--- src/rtl/ffstdp_pkg.sv ---
// Shared types and helpers for the multi-lane FF-STDP update pipeline.
// The LFSR seed and taps are only used when FFSTDP_STOCHASTIC_ROUND_EN is defined.
package ffstdp_pkg;

  typedef enum logic [1:0] {
    MODE_HOLD        = 2'b00,
    MODE_ACCUM       = 2'b01,
    MODE_APPLY       = 2'b10,
    MODE_ACCUM_APPLY = 2'b11
  } mode_e;

  localparam logic [15:0] LFSR_SEED = 16'hACE1;
  // Fibonacci taps at positions 16,14,13,11
  localparam logic [15:0] LFSR_TAPS = 16'hB400;

  // Clamp a full-precision signed value into a signed field of 'width' bits.
  function automatic logic [31:0] sat(input logic signed [31:0] x, input int unsigned width);
    logic signed [31:0] hi;
    logic signed [31:0] lo;
    hi = (32'sd1 <<< (width - 1)) - 32'sd1;
    lo = -hi - 32'sd1;
    if (x > hi)      sat = hi;
    else if (x < lo) sat = lo;
    else             sat = x;
  endfunction

  function automatic logic sat_hit(input logic signed [31:0] x, input int unsigned width);
    return sat(x, width) != x;
  endfunction

  function automatic logic [15:0] lfsr_next(input logic [15:0] l);
    return {l[14:0], ^(l & LFSR_TAPS)};
  endfunction

endpackage

--- src/rtl/ffstdp_update_lanes_lane.sv ---
// One synapse lane: S2 derivative/delta and S3 accumulate/apply with saturation.
// FFSTDP_STOCHASTIC_ROUND_EN adds a per-lane LFSR for stochastic rounding of the delta.
module ffstdp_lane_datapath
  import ffstdp_pkg::*;
#(
`ifdef FFSTDP_STOCHASTIC_ROUND_EN
  parameter logic [15:0] SEED         = LFSR_SEED,
`endif
  parameter int unsigned C_WIDTH      = 4,
  parameter int unsigned WEIGHT_WIDTH = 8,
  parameter int unsigned GRAD_WIDTH   = 12,
  parameter int unsigned GOOD_FRAC    = 15,
  parameter int unsigned LR_SHIFT     = 4,
  parameter int unsigned APPLY_SHIFT  = 2
) (
  input  logic                    i_clk,
  input  logic                    i_rst,
  input  logic                    i_en,
  input  logic [1:0]              i_mode,
  input  logic                    i_is_pos,
  input  logic [15:0]             i_good,
  input  logic [C_WIDTH-1:0]      i_c,
  input  logic [WEIGHT_WIDTH-1:0] i_w,
  input  logic [GRAD_WIDTH-1:0]   i_g,
  output logic [WEIGHT_WIDTH-1:0] o_w_new,
  output logic [GRAD_WIDTH-1:0]   o_g_new,
  output logic                    o_sat
);

  localparam int unsigned SH  = GOOD_FRAC + LR_SHIFT;
  localparam logic [31:0] ONE = 32'd1 << GOOD_FRAC;

  logic [31:0]        w_gterm;
  logic [31:0]        w_prod;
  logic [31:0]        w_mag;
  logic signed [31:0] w_delta;

  mode_e                   r2_mode;
  logic signed [31:0]      r2_delta;
  logic [WEIGHT_WIDTH-1:0] r2_w;
  logic [GRAD_WIDTH-1:0]   r2_g;

`ifdef FFSTDP_STOCHASTIC_ROUND_EN
  localparam logic [31:0] RND_MASK = (32'd1 << SH) - 32'd1;
  logic [15:0] r_lfsr;

  always_ff @(posedge i_clk) begin
    if (i_rst)     r_lfsr <= SEED;
    else if (i_en) r_lfsr <= lfsr_next(r_lfsr);
  end
`endif

  always_comb begin
    w_gterm = '0;
    if (i_is_pos)                   w_gterm = {16'b0, i_good};
    else if ({16'b0, i_good} < ONE) w_gterm = ONE - {16'b0, i_good};
    w_prod = 32'(i_c) * w_gterm;
    w_mag  = w_prod >> SH;
`ifdef FFSTDP_STOCHASTIC_ROUND_EN
    if (({16'b0, r_lfsr} & RND_MASK) < (w_prod & RND_MASK)) w_mag = w_mag + 32'd1;
`endif
    w_delta = i_is_pos ? $signed(w_mag) : -$signed(w_mag);
  end

  always_ff @(posedge i_clk) begin
    if (i_rst) begin
      r2_mode  <= MODE_HOLD;
      r2_delta <= '0;
      r2_w     <= '0;
      r2_g     <= '0;
    end else if (i_en) begin
      r2_mode  <= mode_e'(i_mode);
      r2_delta <= w_delta;
      r2_w     <= i_w;
      r2_g     <= i_g;
    end
  end

  logic signed [31:0]      w_w32;
  logic signed [31:0]      w_g32;
  logic signed [31:0]      w_gsum;
  logic [GRAD_WIDTH-1:0]   w_gacc;
  logic                    w_gacc_hit;
  logic signed [31:0]      w_gacc32;
  logic signed [31:0]      w_wsum;
  logic [WEIGHT_WIDTH-1:0] w_wsat;
  logic                    w_wsat_hit;
  logic [WEIGHT_WIDTH-1:0] w3_w;
  logic [GRAD_WIDTH-1:0]   w3_g;
  logic                    w3_hit;

  // APPLY adds the incoming gradient; ACCUM_APPLY adds the freshly saturated accumulator.
  always_comb begin
    w_w32      = {{(32 - WEIGHT_WIDTH){r2_w[WEIGHT_WIDTH-1]}}, r2_w};
    w_g32      = {{(32 - GRAD_WIDTH){r2_g[GRAD_WIDTH-1]}}, r2_g};
    w_gsum     = w_g32 + r2_delta;
    w_gacc     = GRAD_WIDTH'(sat(w_gsum, GRAD_WIDTH));
    w_gacc_hit = sat_hit(w_gsum, GRAD_WIDTH);
    w_gacc32   = {{(32 - GRAD_WIDTH){w_gacc[GRAD_WIDTH-1]}}, w_gacc};
    w_wsum     = w_w32 + (((r2_mode == MODE_APPLY) ? w_g32 : w_gacc32) >>> APPLY_SHIFT);
    w_wsat     = WEIGHT_WIDTH'(sat(w_wsum, WEIGHT_WIDTH));
    w_wsat_hit = sat_hit(w_wsum, WEIGHT_WIDTH);
    w3_w   = r2_w;
    w3_g   = r2_g;
    w3_hit = 1'b0;
    case (r2_mode)
      MODE_HOLD: ;
      MODE_ACCUM: begin
        w3_g   = w_gacc;
        w3_hit = w_gacc_hit;
      end
      MODE_APPLY: begin
        w3_w   = w_wsat;
        w3_g   = '0;
        w3_hit = w_wsat_hit;
      end
      MODE_ACCUM_APPLY: begin
        w3_w   = w_wsat;
        w3_g   = '0;
        w3_hit = w_gacc_hit | w_wsat_hit;
      end
      default: ;
    endcase
  end

  always_ff @(posedge i_clk) begin
    if (i_rst) begin
      o_w_new <= '0;
      o_g_new <= '0;
      o_sat   <= 1'b0;
    end else if (i_en) begin
      o_w_new <= w3_w;
      o_g_new <= w3_g;
      o_sat   <= w3_hit;
    end
  end

endmodule

--- src/rtl/ffstdp_update_lanes.sv ---
// Multi-lane FF-STDP update pipeline: handshake, valid pipe, address sideband, SAT_CNT.
// Optional FFSTDP_STOCHASTIC_ROUND_EN enables stochastic rounding inside each lane.
module ffstdp_update_lanes
  import ffstdp_pkg::*;
#(
  parameter int unsigned N_LANES      = 4,
  parameter int unsigned SPK_WIDTH    = 8,
  parameter int unsigned WEIGHT_WIDTH = 8,
  parameter int unsigned GRAD_WIDTH   = 12,
  parameter int unsigned GOOD_FRAC    = 15,
  parameter int unsigned LR_SHIFT     = 4,
  parameter int unsigned APPLY_SHIFT  = 2,
  parameter int unsigned ADDR_WIDTH   = 10
) (
  input  logic                            CLK,
  input  logic                            RST,
  input  logic                            IN_VALID,
  output logic                            IN_READY,
  input  logic [1:0]                      IN_MODE,
  input  logic                            IN_IS_POS,
  input  logic [ADDR_WIDTH-1:0]           IN_ADDR,
  input  logic [15:0]                     AVG_GOODNESS,
  input  logic [N_LANES*SPK_WIDTH-1:0]    PRE_SPIKE_VEC,
  input  logic [N_LANES*SPK_WIDTH-1:0]    POST_SPIKE_VEC,
  input  logic [N_LANES*WEIGHT_WIDTH-1:0] WSYN_CURR,
  input  logic [N_LANES*GRAD_WIDTH-1:0]   GRAD_CURR,
  output logic                            OUT_VALID,
  input  logic                            OUT_READY,
  output logic [ADDR_WIDTH-1:0]           OUT_ADDR,
  output logic [N_LANES*WEIGHT_WIDTH-1:0] WSYN_NEW,
  output logic [N_LANES*GRAD_WIDTH-1:0]   GRAD_NEW,
  output logic [15:0]                     SAT_CNT
);

  localparam int unsigned C_WIDTH = $clog2(SPK_WIDTH + 1);

  logic w_en;
  logic r_v1, r_v2, r_v3;
  logic [1:0]                      r1_mode;
  logic                            r1_pos;
  logic [15:0]                     r1_good;
  logic [ADDR_WIDTH-1:0]           r1_addr, r2_addr, r3_addr;
  logic [N_LANES*WEIGHT_WIDTH-1:0] r1_w;
  logic [N_LANES*GRAD_WIDTH-1:0]   r1_g;
  logic [C_WIDTH-1:0]              w_c  [N_LANES];
  logic [C_WIDTH-1:0]              r1_c [N_LANES];
  logic [N_LANES-1:0]              w_lane_sat;
  logic [15:0]                     r_sat_cnt;
  logic [15:0]                     w_nsat;
  logic [16:0]                     w_sat_sum;

  assign w_en      = !r_v3 || OUT_READY;
  assign IN_READY  = w_en;
  assign OUT_VALID = r_v3;
  assign OUT_ADDR  = r3_addr;
  assign SAT_CNT   = r_sat_cnt;

  for (genvar l = 0; l < N_LANES; l++) begin : g_pop
    assign w_c[l] = C_WIDTH'($countones(PRE_SPIKE_VEC[l*SPK_WIDTH +: SPK_WIDTH] &
                                        POST_SPIKE_VEC[l*SPK_WIDTH +: SPK_WIDTH]));
  end

  // Bubbles advance too, so every stage moves in lock-step with w_en.
  always_ff @(posedge CLK) begin
    if (RST) begin
      r_v1    <= 1'b0;
      r_v2    <= 1'b0;
      r_v3    <= 1'b0;
      r1_mode <= '0;
      r1_pos  <= 1'b0;
      r1_good <= '0;
      r1_addr <= '0;
      r2_addr <= '0;
      r3_addr <= '0;
      r1_w    <= '0;
      r1_g    <= '0;
      for (int unsigned l = 0; l < N_LANES; l++) r1_c[l] <= '0;
    end else if (w_en) begin
      r_v1    <= IN_VALID;
      r_v2    <= r_v1;
      r_v3    <= r_v2;
      r1_mode <= IN_MODE;
      r1_pos  <= IN_IS_POS;
      r1_good <= AVG_GOODNESS;
      r1_addr <= IN_ADDR;
      r2_addr <= r1_addr;
      r3_addr <= r2_addr;
      r1_w    <= WSYN_CURR;
      r1_g    <= GRAD_CURR;
      for (int unsigned l = 0; l < N_LANES; l++) r1_c[l] <= w_c[l];
    end
  end

  for (genvar l = 0; l < N_LANES; l++) begin : g_lane
    ffstdp_lane_datapath #(
`ifdef FFSTDP_STOCHASTIC_ROUND_EN
      .SEED         (LFSR_SEED + 16'(l)),
`endif
      .C_WIDTH      (C_WIDTH),
      .WEIGHT_WIDTH (WEIGHT_WIDTH),
      .GRAD_WIDTH   (GRAD_WIDTH),
      .GOOD_FRAC    (GOOD_FRAC),
      .LR_SHIFT     (LR_SHIFT),
      .APPLY_SHIFT  (APPLY_SHIFT)
    ) u_lane (
      .i_clk    (CLK),
      .i_rst    (RST),
      .i_en     (w_en),
      .i_mode   (r1_mode),
      .i_is_pos (r1_pos),
      .i_good   (r1_good),
      .i_c      (r1_c[l]),
      .i_w      (r1_w[l*WEIGHT_WIDTH +: WEIGHT_WIDTH]),
      .i_g      (r1_g[l*GRAD_WIDTH +: GRAD_WIDTH]),
      .o_w_new  (WSYN_NEW[l*WEIGHT_WIDTH +: WEIGHT_WIDTH]),
      .o_g_new  (GRAD_NEW[l*GRAD_WIDTH +: GRAD_WIDTH]),
      .o_sat    (w_lane_sat[l])
    );
  end

  always_comb begin
    w_nsat = '0;
    for (int unsigned l = 0; l < N_LANES; l++) w_nsat = w_nsat + 16'(w_lane_sat[l]);
    w_sat_sum = {1'b0, r_sat_cnt} + {1'b0, w_nsat};
  end

  always_ff @(posedge CLK) begin
    if (RST)                        r_sat_cnt <= '0;
    else if (r_v3 && OUT_READY)     r_sat_cnt <= w_sat_sum[16] ? 16'hFFFF : w_sat_sum[15:0];
  end

endmodule
--- config.mk ---
export PLATFORM = sky130hd
export DESIGN_NAME = ffstdp_update_lanes
export DESIGN_NICKNAME = d
export VERILOG_FILES = /design/src/rtl/ffstdp_pkg.sv /design/src/rtl/ffstdp_update_lanes_lane.sv /design/src/rtl/ffstdp_update_lanes.sv
export SDC_FILE = /design/constraint.sdc
export NUM_CORES = 1
export LEC_CHECK = 0
export BUFFER_PORTS_ARGS = -buffer_cell sky130_fd_sc_hd__buf_2
export CAP_MARGIN = 30
export CORE_UTILIZATION = 40
export DETAILED_ROUTE_END_ITERATION = 10
export PLACE_DENSITY = 0.6
export SETUP_SLACK_MARGIN = 0.5
export SLEW_MARGIN = 0
export SYNTH_ARGS = -nofsm -noshare
export SYNTH_HDL_FRONTEND = slang
export SYNTH_SLANG_ARGS = --single-unit
--- constraint.sdc ---
create_clock -name CLK -period 11.7 [get_ports CLK]
set_input_delay 0.585 -clock CLK [delete_from_list [all_inputs] [get_ports CLK]]
set_output_delay 0.585 -clock CLK [all_outputs]
set_load 0.01 [all_outputs]
==> impl_metrics.ini, run 1 <==
[placement]
preCtsSetupSlack_ns = 1.47
numPortBuffers = 284
placedCellCount = 5773
finalWeightedCongestion = 0.953
dpl.hpwl_um = 86300

[drt]
vias = 33300
vias_per_cell = 5.68
antenna_violating_nets_post_route = 0
detailedRoute.firstPassIterationCount = 7
drt-wirelength-per-cell_um = 19.3
drt-initial-drc-count = 2665
drcViolationCount = 0
drt-total-wl_um = 113000

[synthesis]
number_of_synthesized_register_bits = 430
synth-main-ff-cell = sky130_fd_sc_hd__dfxtp_1
most_used_standard_cell_by_instance_count_after_synthesis = sky130_fd_sc_hd__nand2_1
ys_seq_area_share_pct = 24.7
synth_area_per_cell_um2 = 7.82
synth.top_cells.by_count = sky130_fd_sc_hd__nand2_1, sky130_fd_sc_hd__a21oi_1, sky130_fd_sc_hd__dfxtp_1
net_count_after_synthesis = 5171
synth_warnings = 0
ys_top_cells_by_area = sky130_fd_sc_hd__dfxtp_1, sky130_fd_sc_hd__fa_1, sky130_fd_sc_hd__nand2_1
synthDistinctLibCells = 95
share_of_yosys_cell_area_claimed_by_the_top_area_cell_type_pct = 23.4
synth-async-reset-ratio_pct = 0
syn-instance-count = 4537
post-synth-top-area-cell = sky130_fd_sc_hd__dfxtp_1
synth_enable_flop_cells = 16
synth.cell_area_mm2 = 0.0355

[floorplanning]
rows = 108
die_height_um = 300
initial_core_util_pct = 40.7
core_outline_area_mm2 = 0.0873
dieArea_mm2 = 0.0899
die_width_um = 300
pin_count = 285

[global_routing]
grt_pass1_vias = 31500
grt_pass1_wl_um = 178000
overflow = 0
antenna_violations_before_repair = 4
grt_max_degree = 180
combined_global_route_utilization_of_all_metal_layers_pct = 24.5

[layout]
stdcell_count = 5862
design.final.nets = 5302
area_growth_pct = 11.0
layout_cell_share_with_drive_strength_beyond_1_pct = 9.82

[timing]
timing.setup.tns_ns = 0
worst_clock_skew_ns = 0.0304
slew_headroom_pct = 29.5
rsz_0062_raised_after_global_routing = false
time_the_worst_path_needs_with_i_o_delays_and_setup_ns = 10.00
worst_slew_pin_slew_ns = 1.04
timing_hold_violations_final = 0
min_period_over_period_pct = 85.5
finalWorstSetupSlack_ns = 1.70
finalSetupViolations = 0
clock.fmax_mhz = 100
slew_violations = 0

[pwr]
peakVddDrop_uv = 104
power.density_cell_area_mw_per_mm2 = 105
power.leakage_nw = 18.3

[cts]
cts_root_buf = sky130_fd_sc_hd__clkbuf_16
number_of_cts_inserted_buffers = 48
cts_setup_buffers = 0
clock_insertion_delay_at_the_later_pin_of_the_skew_report_ns = 0.61
h-tree-depth = 2
clk_transition_reported_paths_ns = 0.07
cts_tree = done
clock_tree.buffer_depth = 3
cts_sinks = 430

[worst_setup_path]
timing.critical_path.arrival_ns = 10.49
cell_with_the_largest_stage_delay_on_the_worst_path = sky130_fd_sc_hd__or4b_2
critical-path-max-stage-delay_ns = 0.66
worst-setup-path-type = register to register
timing.critical_path.mode_cell = sky130_fd_sc_hd__o21ai_0
timing.critical_path.required_ns = 12.19
timing.critical_path.from_type = register
setup.worst_path.end_class = register
critPathMaxFanout = 17

[min_path]
hp-class = input port to register

[run]
max-cap-violations = 0

[status]
status = finished clean
==> layout by cell type (no fill, tap or decap), types with 17 or more instances in the layout <==
cell type	instances
sky130_fd_sc_hd__nand2_1	856
sky130_fd_sc_hd__o221ai_1	27
sky130_fd_sc_hd__o21a_1	43
sky130_fd_sc_hd__xnor2_1	78
sky130_fd_sc_hd__buf_4	43
sky130_fd_sc_hd__buf_2	283
sky130_fd_sc_hd__a21oi_1	505
sky130_fd_sc_hd__dfxtp_1	412
sky130_fd_sc_hd__nand4_1	50
sky130_fd_sc_hd__xor2_1	55
sky130_fd_sc_hd__nor4_1	22
sky130_fd_sc_hd__o21ai_0	199
sky130_fd_sc_hd__inv_1	260
sky130_fd_sc_hd__o211ai_1	40
sky130_fd_sc_hd__nand3_1	69
sky130_fd_sc_hd__and3_1	39
sky130_fd_sc_hd__a211oi_1	39
sky130_fd_sc_hd__a22oi_1	22
sky130_fd_sc_hd__nor3b_1	17
sky130_fd_sc_hd__nor2b_1	29
sky130_fd_sc_hd__or3_1	34
sky130_fd_sc_hd__and2_1	116
sky130_fd_sc_hd__nor3_1	67
sky130_fd_sc_hd__clkbuf_16	49
sky130_fd_sc_hd__ha_1	254
sky130_fd_sc_hd__a31oi_1	48
sky130_fd_sc_hd__a21o_1	155
sky130_fd_sc_hd__fa_1	203
sky130_fd_sc_hd__nor2_1	245
sky130_fd_sc_hd__nand2b_1	31
==> cell families (layout without fill, tap and decap cells) <==
kind of cell / Yosys count / count (layout) / share of synthesized area, %
AND/OR/NAND/NOR: 1667 / 1667 / 21.8
other: 0 / 1 / 0
buffers and inverters: 508 / 677 / 5.44
adder cells (fa/ha/maj): 458 / 458 / 20.4
AO/OA/AOI/OAI: 1318 / 1318 / 23.7
XOR/XNOR: 133 / 133 / 3.28
multiplexers: 23 / 23 / 0.673
flip-flops: 430 / 430 / 24.7
==> report_power, final <==
part / internal [W] / leakage, nW / total, W / switching, W
clock network: 0.000878 / 0.773 / 0.00154 / 0.000662
registers: 0.00154 / 3.58 / 0.00164 / 0.0000983
logic: 0.000381 / 14.0 / 0.000974 / 0.000593
total: 0.00280 / 18.3 / 0.00415 / 0.00135
==> worst max-delay path: cells and delay by family, from the launching register on <==
family | cells | cell delay [ns]
compound gates | 16 | 4.02
simple gates | 11 | 3.08
fa+ha+maj | 5 | 1.96
flops | 1 | 0.59
buf+inv | 1 | 0.25
==> final timing paths <==
| kind | end | from | slack, ns | cells after the start |
|---|---|---|---|---|
| max | g_lane[3].u_lane.o_sat | g_lane[3].u_lane.r2_g[11] | 1.70 | 33 |
| min | r1_g[37] | GRAD_CURR[37] | 0.21 | 3 |
| min reg2reg | r2_addr[2] | r1_addr[2] | 0.45 | 2 |
| max reg2reg | g_lane[3].u_lane.o_sat | g_lane[3].u_lane.r2_g[11] | 1.70 | 33 |
==> cell type report <==
cell class	instances	area, um2
fillers	9030	47900
multi-input cells	3599	24800
flip-flops and latches	430	8770
repair buffers	328	1770
well taps	1155	1450
clock buffers	65	1350
inverters	261	987
clock inverters	23	243
diodes	1	2.50
==> metrics by stage <==
step | instance area, um2 | total power [W] | util [%] | hold WS (ns)
6_report | 39400 | 0.00415 | 45.1 | 0.215
5_1_grt | 39400 | 0.00439 | 45.1 | 0.203
4_1_cts | 39400 | 0.00419 | 45.1 | 0.187
3_5_place_dp | 37800 | 0.00264 | 43.3 | 0.441
3_3_place_gp | 37800 | 0.00263 | 43.3 | 0.433
2_1_floorplan | 35500 | 0.00233 | - | 0.429
==> flip-flops by register name, summed over array words and instances (netlist names), 2 cells and up <==
| signal | flops |
|---|---|
| g_lane.u_lane.r2_g | 48 |
| r1_mode | 2 |
| SAT_CNT | 16 |
| g_lane.u_lane.r2_delta | 100 |
| r2_addr | 10 |
| r1_good | 16 |
| OUT_ADDR | 10 |
| g_lane.u_lane.o_w_new | 32 |
| r1_g | 48 |
| g_lane.u_lane.r2_mode | 2 |
| r1_addr | 10 |
| r1_w | 32 |
| g_lane.u_lane.r2_w | 32 |
| g_lane.u_lane.o_g_new | 48 |
| g_lane.u_lane.o_sat | 4 |
| r1_c | 16 |
==> timing repair <==
action,CTS,global route
hold buffers,0,0
setup endpoints to repair,0,3
hold endpoints to repair,0,0
gates resized for setup,0,1
==> routing by layer <==
layer	vias to the layer above	GRT usage (%)	part of all wire, %
met1	16000	35.4	47
li1	16200	-	-
met3	121	3.50	6.1
met4	6	4.97	1.8
met5	-	0	0.036
met2	938	38.7	45
No activity file was read; power rests on OpenSTA's default activity.
==> inputs of run 2 (changes only) <==
--- a/config.mk
+++ b/config.mk
@@ -7,9 +7,9 @@
 export LEC_CHECK = 0
 export BUFFER_PORTS_ARGS = -buffer_cell sky130_fd_sc_hd__buf_2
 export CAP_MARGIN = 30
+export CORE_MARGIN = 5
 export CORE_UTILIZATION = 40
 export DETAILED_ROUTE_END_ITERATION = 10
-export PLACE_DENSITY = 0.6
 export SETUP_SLACK_MARGIN = 0.5
 export SLEW_MARGIN = 0
 export SYNTH_ARGS = -nofsm -noshare
==> impl_metrics.ini, run 2 (synthesized netlist as in run 1, its figures left out) <==
[worst_setup_path]
rr_endpoint = g_lane[3].u_lane.o_w_new[6]
critical-path-max-stage-delay_ns = 0.76
timing.reg2reg.setup_slack_ns = 1.30
cell_with_the_largest_stage_delay_on_the_worst_path = sky130_fd_sc_hd__dfxtp_1
cp-startpoint = g_lane[3].u_lane.r2_g[11]
worst_r2r_path_depth = 33
timing.critical_path.mode_cell = sky130_fd_sc_hd__o21ai_0
worst-setup-path-type = register to register
crit-reg2reg-launch = g_lane[3].u_lane.r2_g[11]
timing.critical_path.from_type = register
critPathMaxFanout = 17
timing.critical_path.arrival_ns = 10.95
setup.worst_path.end_class = register
crit_path_end = g_lane[3].u_lane.o_w_new[6]
timing.critical_path.required_ns = 12.25

[cts]
clock_insertion_delay_at_the_later_pin_of_the_skew_report_ns = 0.62
clk_transition_reported_paths_ns = 0.06
cts_sinks = 430
cts_tree = done
h-tree-depth = 2
cts_root_buf = sky130_fd_sc_hd__clkbuf_16
cts_hold_repair.buffers = 0
cts_resized = 0
cts_setup_buffers = 0
clock_tree.buffer_depth = 3
number_of_cts_inserted_buffers = 51

[global_routing]
grt_pass1_vias = 31400
combined_global_route_utilization_of_all_metal_layers_pct = 23.1
grt_max_degree = 181
grt_pass1_wl_um = 178000
antenna_violations_before_repair = 7
overflow = 0

[layout]
layout_cell_share_with_drive_strength_beyond_1_pct = 10.1
largest_reg_flops = 100
final_common_cell = sky130_fd_sc_hd__nand2_1
regMostFlops = g_lane.u_lane.r2_delta
utilization_pct = 44.9
design.final.nets = 5309
area_growth_pct = 11.6
final_cell_mix = sky130_fd_sc_hd__nand2_1, sky130_fd_sc_hd__a21oi_1, sky130_fd_sc_hd__dfxtp_1

[drt]
drt-initial-drc-count = 2511
vias_per_cell = 5.66
vias = 33300
detailedRoute.firstPassIterationCount = 5
antenna_violating_nets_post_route = 0
drt-total-wl_um = 113000
drt-wirelength-per-cell_um = 19.3
drcViolationCount = 0

[timing]
rsz_0062_raised_after_global_routing = false
worst_clock_skew_ns = 0.0142
slew_headroom_pct = 32.0
timing.setup.tns_ns = 0
slew_violations = 0
timing_hold_violations_final = 0
worst_slew_pin_slew_ns = 1.02
finalSetupViolations = 0
clock.fmax_mhz = 96.1
min_period_over_period_pct = 88.9
whs_ns = 0.207
time_the_worst_path_needs_with_i_o_delays_and_setup_ns = 10.40

[pwr]
total_power_w = 0.00428
power.density_cell_area_mw_per_mm2 = 108
power.leakage_nw = 18.4
peakVddDrop_uv = 105

[floorplanning]
pin_count = 285
core_outline_area_mm2 = 0.0882
initial_core_util_pct = 40.2
die_height_um = 308
die_width_um = 308
dieArea_mm2 = 0.0948
rows = 109

[min_path]
hp-class = input port to register

[status]
status = finished clean

[placement]
finalWeightedCongestion = 0.911
numPortBuffers = 284
dpl.hpwl_um = 86600

[run]
max-cap-violations = 0
[run 2: cell types whose count changed in the layout (fill, tap and decap cells not counted), sizes merged]
cell,change
clkinv,-1
bufinv,+1
clkbuf,+4
buf,+4
inv,+1
[run 2: worst min-delay path by stage]
stage	cells after the start	end	startpoint	slack, ns
final	3	r1_addr[8]	IN_ADDR[8]	0.21
after global routing	3	r1_g[24]	GRAD_CURR[24]	0.19
after CTS	3	r1_g[16]	GRAD_CURR[16]	0.17
after detailed placement	2	OUT_ADDR[2]	OUT_ADDR[2]	0.44
after global placement	2	g_lane[2].u_lane.o_w_new[4]	g_lane[2].u_lane.o_w_new[4]	0.44
after floorplan	2	g_lane[0].u_lane.r2_delta[28]	g_lane[0].u_lane.r2_delta[28]	0.43
[run 2: layout make-up]
class / instances / area [um2]
Antenna cell: 1 / 2.50
Clock buffer: 69 / 1480
Inverter: 261 / 987
Multi-Input combinational cell: 3599 / 24800
Tap cell: 1165 / 1460
Sequential cell: 430 / 8770
Fill cell: 8946 / 48600
Timing Repair Buffer: 332 / 1800
Clock inverter: 24 / 279
[run 2: stage by stage]
stage	instance area [um2]	setup WS (ns)	cells
2_1_floorplan	35500	2.78	4537
3_3_place_gp	37800	1.39	5785
3_5_place_dp	37800	1.49	5787
4_1_cts	39600	1.43	5880
5_1_grt	39600	0.572	5880
6_report	39600	1.30	5881
[run 2: power by group]
group	internal [W]	total, W	switching (W)	leakage (nW)
logic	0.000384	0.000977	0.000593	14.0
registers	0.00154	0.00165	0.000104	3.58
clock network	0.000976	0.00165	0.000676	0.856
total	0.00290	0.00428	0.00137	18.4
[run 2: worst max-delay path: cells and delay by family, from the launching register on]
| family | cells | cell delay (ns) |
|---|---|---|
| buffers and inverters | 1 | 0.27 |
| adder cells (fa/ha/maj) | 5 | 2.12 |
| AO/OA/AOI/OAI | 15 | 3.59 |
| AND/OR/NAND/NOR | 12 | 3.61 |
| flip-flops | 1 | 0.76 |
[run 2: per-layer routing]
metal	vias to the layer above	global-route usage (%)	routed length [um]
met4	8	5.98	3020
met5	-	0	55
met3	148	4.37	7420
li1	16200	-	-
met1	16000	33.5	53700
met2	919	35.3	49300
